**src/rtl/gate_unit_seq.sv**
```systemverilog
// gate_unit_seq: registered N-bit opcode-selected gate unit with accumulator,
// valid/ready handshake, result flags and a wrapping transaction counter.
module gate_unit_seq #(
    parameter int WIDTH = 8,
    parameter int CNT_W = 16
) (
    input  logic             clk,
    input  logic             rst_n,
    input  logic             in_valid,
    output logic             in_ready,
    input  logic [2:0]       op,
    input  logic             acc_mode,
    input  logic             clear_acc,
    input  logic [WIDTH-1:0] a,
    input  logic [WIDTH-1:0] b,
    output logic             out_valid,
    input  logic             out_ready,
    output logic [WIDTH-1:0] result,
    output logic             zero_flag,
    output logic             parity_flag,
    output logic [CNT_W-1:0] op_count
);

    typedef enum logic {EMPTY, FULL} state_t;

    state_t           state_q, state_d;
    logic [WIDTH-1:0] result_q, result_d;
    logic [WIDTH-1:0] acc_q, acc_d;
    logic [CNT_W-1:0] cnt_q, cnt_d;
    logic             zero_q, zero_d;
    logic             parity_q, parity_d;
    logic             rdy_q;
    logic             accept;
    logic [WIDTH-1:0] lhs;
    logic [WIDTH-1:0] gate_res;

    // rdy_q holds in_ready low through reset and for the first edge after it
    assign in_ready    = rst_n && rdy_q && (state_q == EMPTY || out_ready);
    assign accept      = in_valid && in_ready;
    assign out_valid   = (state_q == FULL);
    assign result      = result_q;
    assign zero_flag   = zero_q;
    assign parity_flag = parity_q;
    assign op_count    = cnt_q;

    // gate function; the left operand reads the pre-clear accumulator
    always_comb begin
        lhs = acc_mode ? acc_q : a;
        case (op)
            3'd0:    gate_res = ~b;
            3'd1:    gate_res = lhs & b;
            3'd2:    gate_res = lhs | b;
            3'd3:    gate_res = ~(lhs & b);
            3'd4:    gate_res = ~(lhs | b);
            3'd5:    gate_res = lhs ^ b;
            3'd6:    gate_res = ~(lhs ^ b);
            default: gate_res = lhs;
        endcase
    end

    // next state: output stage loads on accept, drains on consume, else holds
    always_comb begin
        state_d  = state_q;
        result_d = result_q;
        zero_d   = zero_q;
        parity_d = parity_q;
        acc_d    = acc_q;
        cnt_d    = cnt_q;
        if (accept) begin
            state_d  = FULL;
            result_d = gate_res;
            zero_d   = (gate_res == '0);
            parity_d = ^gate_res;
            cnt_d    = cnt_q + 1'b1;
            acc_d    = acc_mode ? gate_res : acc_q;
        end else if (state_q == FULL && out_ready) begin
            state_d = EMPTY;
        end
        if (clear_acc) acc_d = '0;
    end

    // single register stage with synchronous active-low reset
    always_ff @(posedge clk) begin
        if (!rst_n) begin
            state_q  <= EMPTY;
            result_q <= '0;
            zero_q   <= 1'b1;
            parity_q <= 1'b0;
            acc_q    <= '0;
            cnt_q    <= '0;
            rdy_q    <= 1'b0;
        end else begin
            state_q  <= state_d;
            result_q <= result_d;
            zero_q   <= zero_d;
            parity_q <= parity_d;
            acc_q    <= acc_d;
            cnt_q    <= cnt_d;
            rdy_q    <= 1'b1;
        end
    end

endmodule

```
**config.mk**
```make
export PLATFORM = sky130hd
export DESIGN_NAME = gate_unit_seq
export DESIGN_NICKNAME = d
export VERILOG_FILES = /design/src/rtl/gate_unit_seq.sv
export SDC_FILE = /design/constraint.sdc
export NUM_CORES = 1
export LEC_CHECK = 0
export CORE_MARGIN = 3
export CORE_UTILIZATION = 30
export CTS_CLUSTER_SIZE = 24
export DETAILED_ROUTE_END_ITERATION = 10
export GPL_TIMING_DRIVEN = 0
export PLACE_DENSITY_LB_ADDON = 0.12
export SYNTH_ARGS = -nofsm -noshare
export SYNTH_HDL_FRONTEND = slang
export SYNTH_SLANG_ARGS = --single-unit
```
**constraint.sdc**
```tcl
create_clock -name clk -period 5.7 [get_ports clk]
set_input_delay 0.855 -clock clk [delete_from_list [all_inputs] [get_ports clk]]
set_output_delay 0.855 -clock clk [all_outputs]
set_load 0.02 [all_outputs]
```
==> results.json <==
{
  "cts_root_buf": "clkbuf_8",
  "synth_area_per_cell_um2": 8.24,
  "via_per_inst": 5.12,
  "cp_slowest_stage_delay_ns": 0.57,
  "n_antenna_cell": 0,
  "io_buffers": 50,
  "grtUsageMet2_pct": 22.5,
  "firstDrtPassIters": 4,
  "crit_arrival_ns": 3.76,
  "p_leak_nw": 1.26,
  "async_flop_share_pct": 0,
  "grt_pass1_wl_um": 11800,
  "synthesis.yosys.warnings": 0,
  "cpMaxStageDelayCell": "clkdlybuf4s50_1",
  "crit_type": "in -> reg",
  "cts.path.max_buffers": 2,
  "ios": 53,
  "rsz0062_at_grt": "no",
  "status": "finished clean",
  "use_met3_pct": 2.86,
  "tns_ns": 0,
  "post_cts_buffers": 0,
  "setup_violations": 0,
  "cp_max_fo": 10,
  "die_area_um2": 9570,
  "initialDrtViolationCount": 115,
  "final_cell_mix": "clkdlybuf4s50_1, dfxtp_1, nand2_1, inv_1, ha_1",
  "nFillCells": 850,
  "cts.repair.resized": 0,
  "drc": 0,
  "grt_use_met1_pct": 22.5,
  "wirelength_um": 7180,
  "grt_usage_pct": 15.1,
  "cap_violations": 0,
  "die_h_um": 97.8,
  "period_share_pct": 63.6,
  "hold_viol": 0,
  "place_area_um2": 3160,
  "ys_top_cells_by_area": "dfxtp_1, ha_1, mux2i_1",
  "hold_path_class": "reg -> reg",
  "cts_tree": "built",
  "final_max_slew_viol_count": 0,
  "peakVddDrop_mv": 0.0855,
  "vias": 2391,
  "synth_area_um2": 2530,
  "max_clock_freq_mhz": 276,
  "syn_nets": 353,
  "drive_gt1_share_pct": 9.32,
  "synth_top_cell_area_share_pct": 28.5,
  "setup.worst_path.end_class": "flop",
  "synth-seq-cells": 36,
  "nNetsFinal": 410,
  "required_ns": 5.84,
  "yosysUniqueCellTypes": 57,
  "core_area_um2": 7970,
  "cts_max_level": 2,
  "clock_skew_ns": 0.00816,
  "crit_path_start_kind": "input pin",
  "wire_per_inst_um": 15.4,
  "yosysSeqAreaShare_pct": 28.5,
  "slew_headroom_pct": 45.2,
  "die_w_um": 97.8,
  "grt_pass1_vias": 2262,
  "gp_congestion": 0.833,
  "power_density_nw_per_um2": 189,
  "final_common_cell": "clkdlybuf4s50_1",
  "synth_edf_count": 0,
  "synth_ff_type": "dfxtp_1",
  "cts_inserted_buffers": 5,
  "clk_latency_ns": 0.29,
  "synth_top_area_cell": "dfxtp_1",
  "fin_area_um2": 3250,
  "area_growth_pct": 28.3,
  "cts.sinks": 36,
  "busiest_layer": "met1",
  "grt_max_degree": 13,
  "grt_overflow": 0,
  "ant_nets": 0,
  "layout_min_cycle_time_ns": 3.63,
  "hold_buffers": 0,
  "clkTransAtPathRegs_ns": 0.08,
  "dp_hpwl_um": 5470,
  "antenna_found_initial": 0,
  "initial_core_util_pct": 31.8,
  "synth_cells": 307,
  "cp_cell_sequence": "clkdlybuf4s50_1, clkbuf_1, clkbuf_1, a211oi_1, o21ai_0, ha_1, xnor2_1, xnor2_1, a211oi_1",
  "worst_pin_slew_ns": 0.816,
  "placementRows": 32
}
## state kept, by name (all words and copies together), names as in the netlist
register,cells
out_valid,1
op_count,16
rdy_q,1
zero_flag,1
parity_flag,1
acc_q,8
result,8
## power by group
part           internal, mW  switching [mW]  total, mW
clock                0.0853           0.101      0.187
sequential            0.258         0.00450      0.263
combinational        0.0759          0.0887      0.165
## per-stage QoR
step / total power [mW] / std cells / worst slack (ns) / hold WS, ns / utilization [%]
2_1_floorplan: 0.371 / 307 / 2.63 / 0.429 / -
3_3_place_gp: 0.431 / 459 / 1.82 / 0.444 / 39.6
3_5_place_dp: 0.433 / 459 / 1.78 / 0.455 / 39.6
4_1_cts: 0.621 / 467 / 2.07 / 0.468 / 40.7
5_1_grt: 0.653 / 467 / 1.81 / 0.485 / 40.7
6_report: 0.614 / 467 / 2.07 / 0.465 / 40.7
## synth_stat cells (all sizes together), types with 3 or more instances
library cell,instances
dfxtp,36
nand2,26
inv,22
ha,21
o21ai,19
nand3,15
mux2i,14
nor2,12
clkbuf,11
a21oi,10
buf,9
xnor2,8
nand2b,7
o22ai,7
or3,7
a211oi,6
nor2b,6
and3,5
mux2,5
nand4,5
nor4,4
o211ai,4
a31oi,3
nor3,3
nor3b,3
## worst paths after layout
path | cells past startpoint | start | slack, ns | endpoint
min | 2 | zero_flag | 0.46 | zero_flag
min reg2reg | 2 | zero_flag | 0.46 | zero_flag
max | 9 | op[2] | 2.07 | parity_flag
max reg2reg | 9 | acc_q[0] | 3.09 | parity_flag
## kinds of logic (layout without fill, tap and decap cells)
family,Yosys count,after routing,synth area share (%)
buffers and inverters,42,100,6.97
multiplexers,19,19,7.76
XOR/XNOR,10,10,3.46
AND/OR/NAND/NOR,106,106,23.3
adder cells (fa/ha/maj),21,21,10.4
flip-flops,36,36,28.5
AO/OA/AOI/OAI,73,73,19.6
## worst max-delay path: cells and delay by family
kind	cells	cell delay (ns)
AO/OA/AOI/OAI	3	0.80
XOR/XNOR	2	0.41
adder cells (fa/ha/maj)	1	0.34
buffers and inverters	3	1.36
## layer usage
layer	up-vias	routed length (µm)
li1	1237	-
met1	1080	3620
met2	67	3080
met3	7	408
met4	0	75
met5	-	0
## layout make-up
class / count / area [µm²] / area share (%)
Sequential cell: 36 / 721 / 22.2
Buffer: 20 / 93.8 / 2.89
Timing Repair Buffer: 50 / 500 / 15.4
Tap cell: 102 / 128 / 3.93
Inverter: 22 / 82.6 / 2.54
Clock inverter: 3 / 18.8 / 0.578
Clock buffer: 5 / 68.8 / 2.12
Multi-Input combinational cell: 229 / 1630 / 50.3
Power figures use the tool's default switching activity.
==> variant, RTL diff (same flow settings) <==
Register the input `acc_mode` before use. The logic sees it one clock later. The other inputs are not delayed to match.
--- a/src/rtl/gate_unit_seq.sv
+++ b/src/rtl/gate_unit_seq.sv
@@ -25,2 +25,8 @@
 
+    logic acc_mode_q;
+
+    always_ff @(posedge clk) begin
+        acc_mode_q <= acc_mode;
+    end
+
     state_t           state_q, state_d;
@@ -47,3 +53,3 @@
     always_comb begin
-        lhs = acc_mode ? acc_q : a;
+        lhs = acc_mode_q ? acc_q : a;
         case (op)
@@ -74,3 +80,3 @@
             cnt_d    = cnt_q + 1'b1;
-            acc_d    = acc_mode ? gate_res : acc_q;
+            acc_d    = acc_mode_q ? gate_res : acc_q;
         end else if (state_q == FULL && out_ready) begin
Function: changed (a bounded check fails within 4 cycles, from zero or initial values and one cycle with rst_n low).
==> variant against the original RTL <==
Final cell count decreased by 0.21%; synthesized cell count decreased by 0.33%; count of clock-buffer cells in the layout unchanged; power increased by 16%; synthesized area increased by 0.49%; routed wire length increased by 0.33%; critical path depth increased by 1; sequential cell count increased by 1; setup slack improved by 0.12 ns; clock skew increased by 0.0047 ns; design area increased by 1.9%; critical path type unchanged.
==> variant: results (changes against the original RTL) <==
status: "finished, final reports clean"
cts_root_buffer: "sky130_fd_sc_hd__clkbuf_8"
worst_path_largest_cell_delay_ns: 0.54  # -0.03 ns
synth_cells: 306  # -0.33%
nNetsFinal: 409  # -0.24%
netlist_top_cells_area: "sky130_fd_sc_hd__dfxtp_1, sky130_fd_sc_hd__ha_1, sky130_fd_sc_hd__mux2i_1"
groute.usage.overall: 0.152  # +0.000755
layout.nonclk_buf_frac: 0.180  # -0.00271
wl_met1_mm: 3.58  # -1.0%
grt_use_met3: 0.0386  # +0.0100
dp_cells: 458  # -0.22%
synth_compound_gate_area_share: 0.203  # +0.00642
timing.final.crit_share: 0.615  # -0.0213
seq_area_frac_synth: 0.291  # +0.00647
initialDrtViolationCount: 105  # -8.7%
power_frac_seq: 0.380  # -0.048
final-clk-cell-share: 0.0416  # +0.0146
sequential_cell_area_um2: 741  # +2.8%
first_global_vias: 2214  # -2.1%
num_antenna_cells: 0  # unchanged
p_sw_mw: 0.194  # -0.34%
grt_max_degree: 14  # +1
synth-edff-count: 0  # unchanged
leakage_nw: 1.28  # +1.7%
adder_and_majority_cell_fraction_of_the_synthesized_area: 0.103  # -0.000511
place_ws_ns: 1.95  # +0.176 ns
detailed_place_hpwl_mm: 5.49  # +0.27%
place.gp.congestion: 0.789  # -5.3%
drt-total-wl_mm: 7.21  # +0.33%
multi_input_gate_area_in_the_final_layout_um2: 1630  # -0.15%
ir_drop_v: 0.0000987  # +15%
fin_cells: 466  # -0.21%
grt_first_pass_wirelength_mm: 11.9  # +1.0%
placement.cell_area_um2: 3170  # +0.40%
fraction_of_final_layout_cells_sized_beyond_drive_strength_1: 0.0824  # -0.0107
postSynthNetCount: 352  # -0.28%
synth-seq-cells: 37  # +2.8%
non_clock_inverter_count: 20  # -9.1%
yosys-mux-area-fraction: 0.0768  # -0.000874
skew_ns: 0.0129  # +0.00474 ns
syn2layout_area_growth_pct: 30.1
switching_share: 0.273  # -0.0441
synthesized_area_fraction_occupied_by_xor_and_xnor_cells: 0.0379  # +0.00327
grt_use_met2: 0.235  # +0.00995
wl_met2_mm: 3.27  # +6.1%
cp.arrival_ns: 3.70  # -0.06 ns
timing_worst_slew_pin_value_ns: 1.04  # +0.224 ns
post_synth_most_frequent_cells: "sky130_fd_sc_hd__dfxtp_1, sky130_fd_sc_hd__nand2_1, sky130_fd_sc_hd__o21ai_0, sky130_fd_sc_hd__ha_1, sky130_fd_sc_hd__inv_1"
post_cts.repair.setup_buffers: 0  # unchanged
globalRouteMet1Util: 0.221  # -0.00450
-- variant: logic make-up (layout without fill, tap and decap cells) --
kind of cell / after synthesis / in the layout
simple gates: 102 / 102
compound gates: 76 / 76
xor+xnor: 11 / 11
mux: 19 / 19
buf+inv: 40 / 98
fa+ha+maj: 21 / 21
flops: 37 / 37
-- variant: worst paths after layout --
| path | depth (start not counted) | to | slack, ns | start |
|---|---|---|---|---|
| setup / recovery | 10 | parity_flag$_SDFFE_PN0P_ | 2.19 | op[2] |
| hold / removal | 2 | acc_q[0]$_SDFFE_PP0P_ | 0.47 | acc_q[0]$_SDFFE_PP0P_ |
| setup reg to reg | 10 | parity_flag$_SDFFE_PN0P_ | 2.80 | acc_mode_q$_DFF_P_ |
| hold reg to reg | 2 | acc_q[0]$_SDFFE_PP0P_ | 0.47 | acc_q[0]$_SDFFE_PP0P_ |
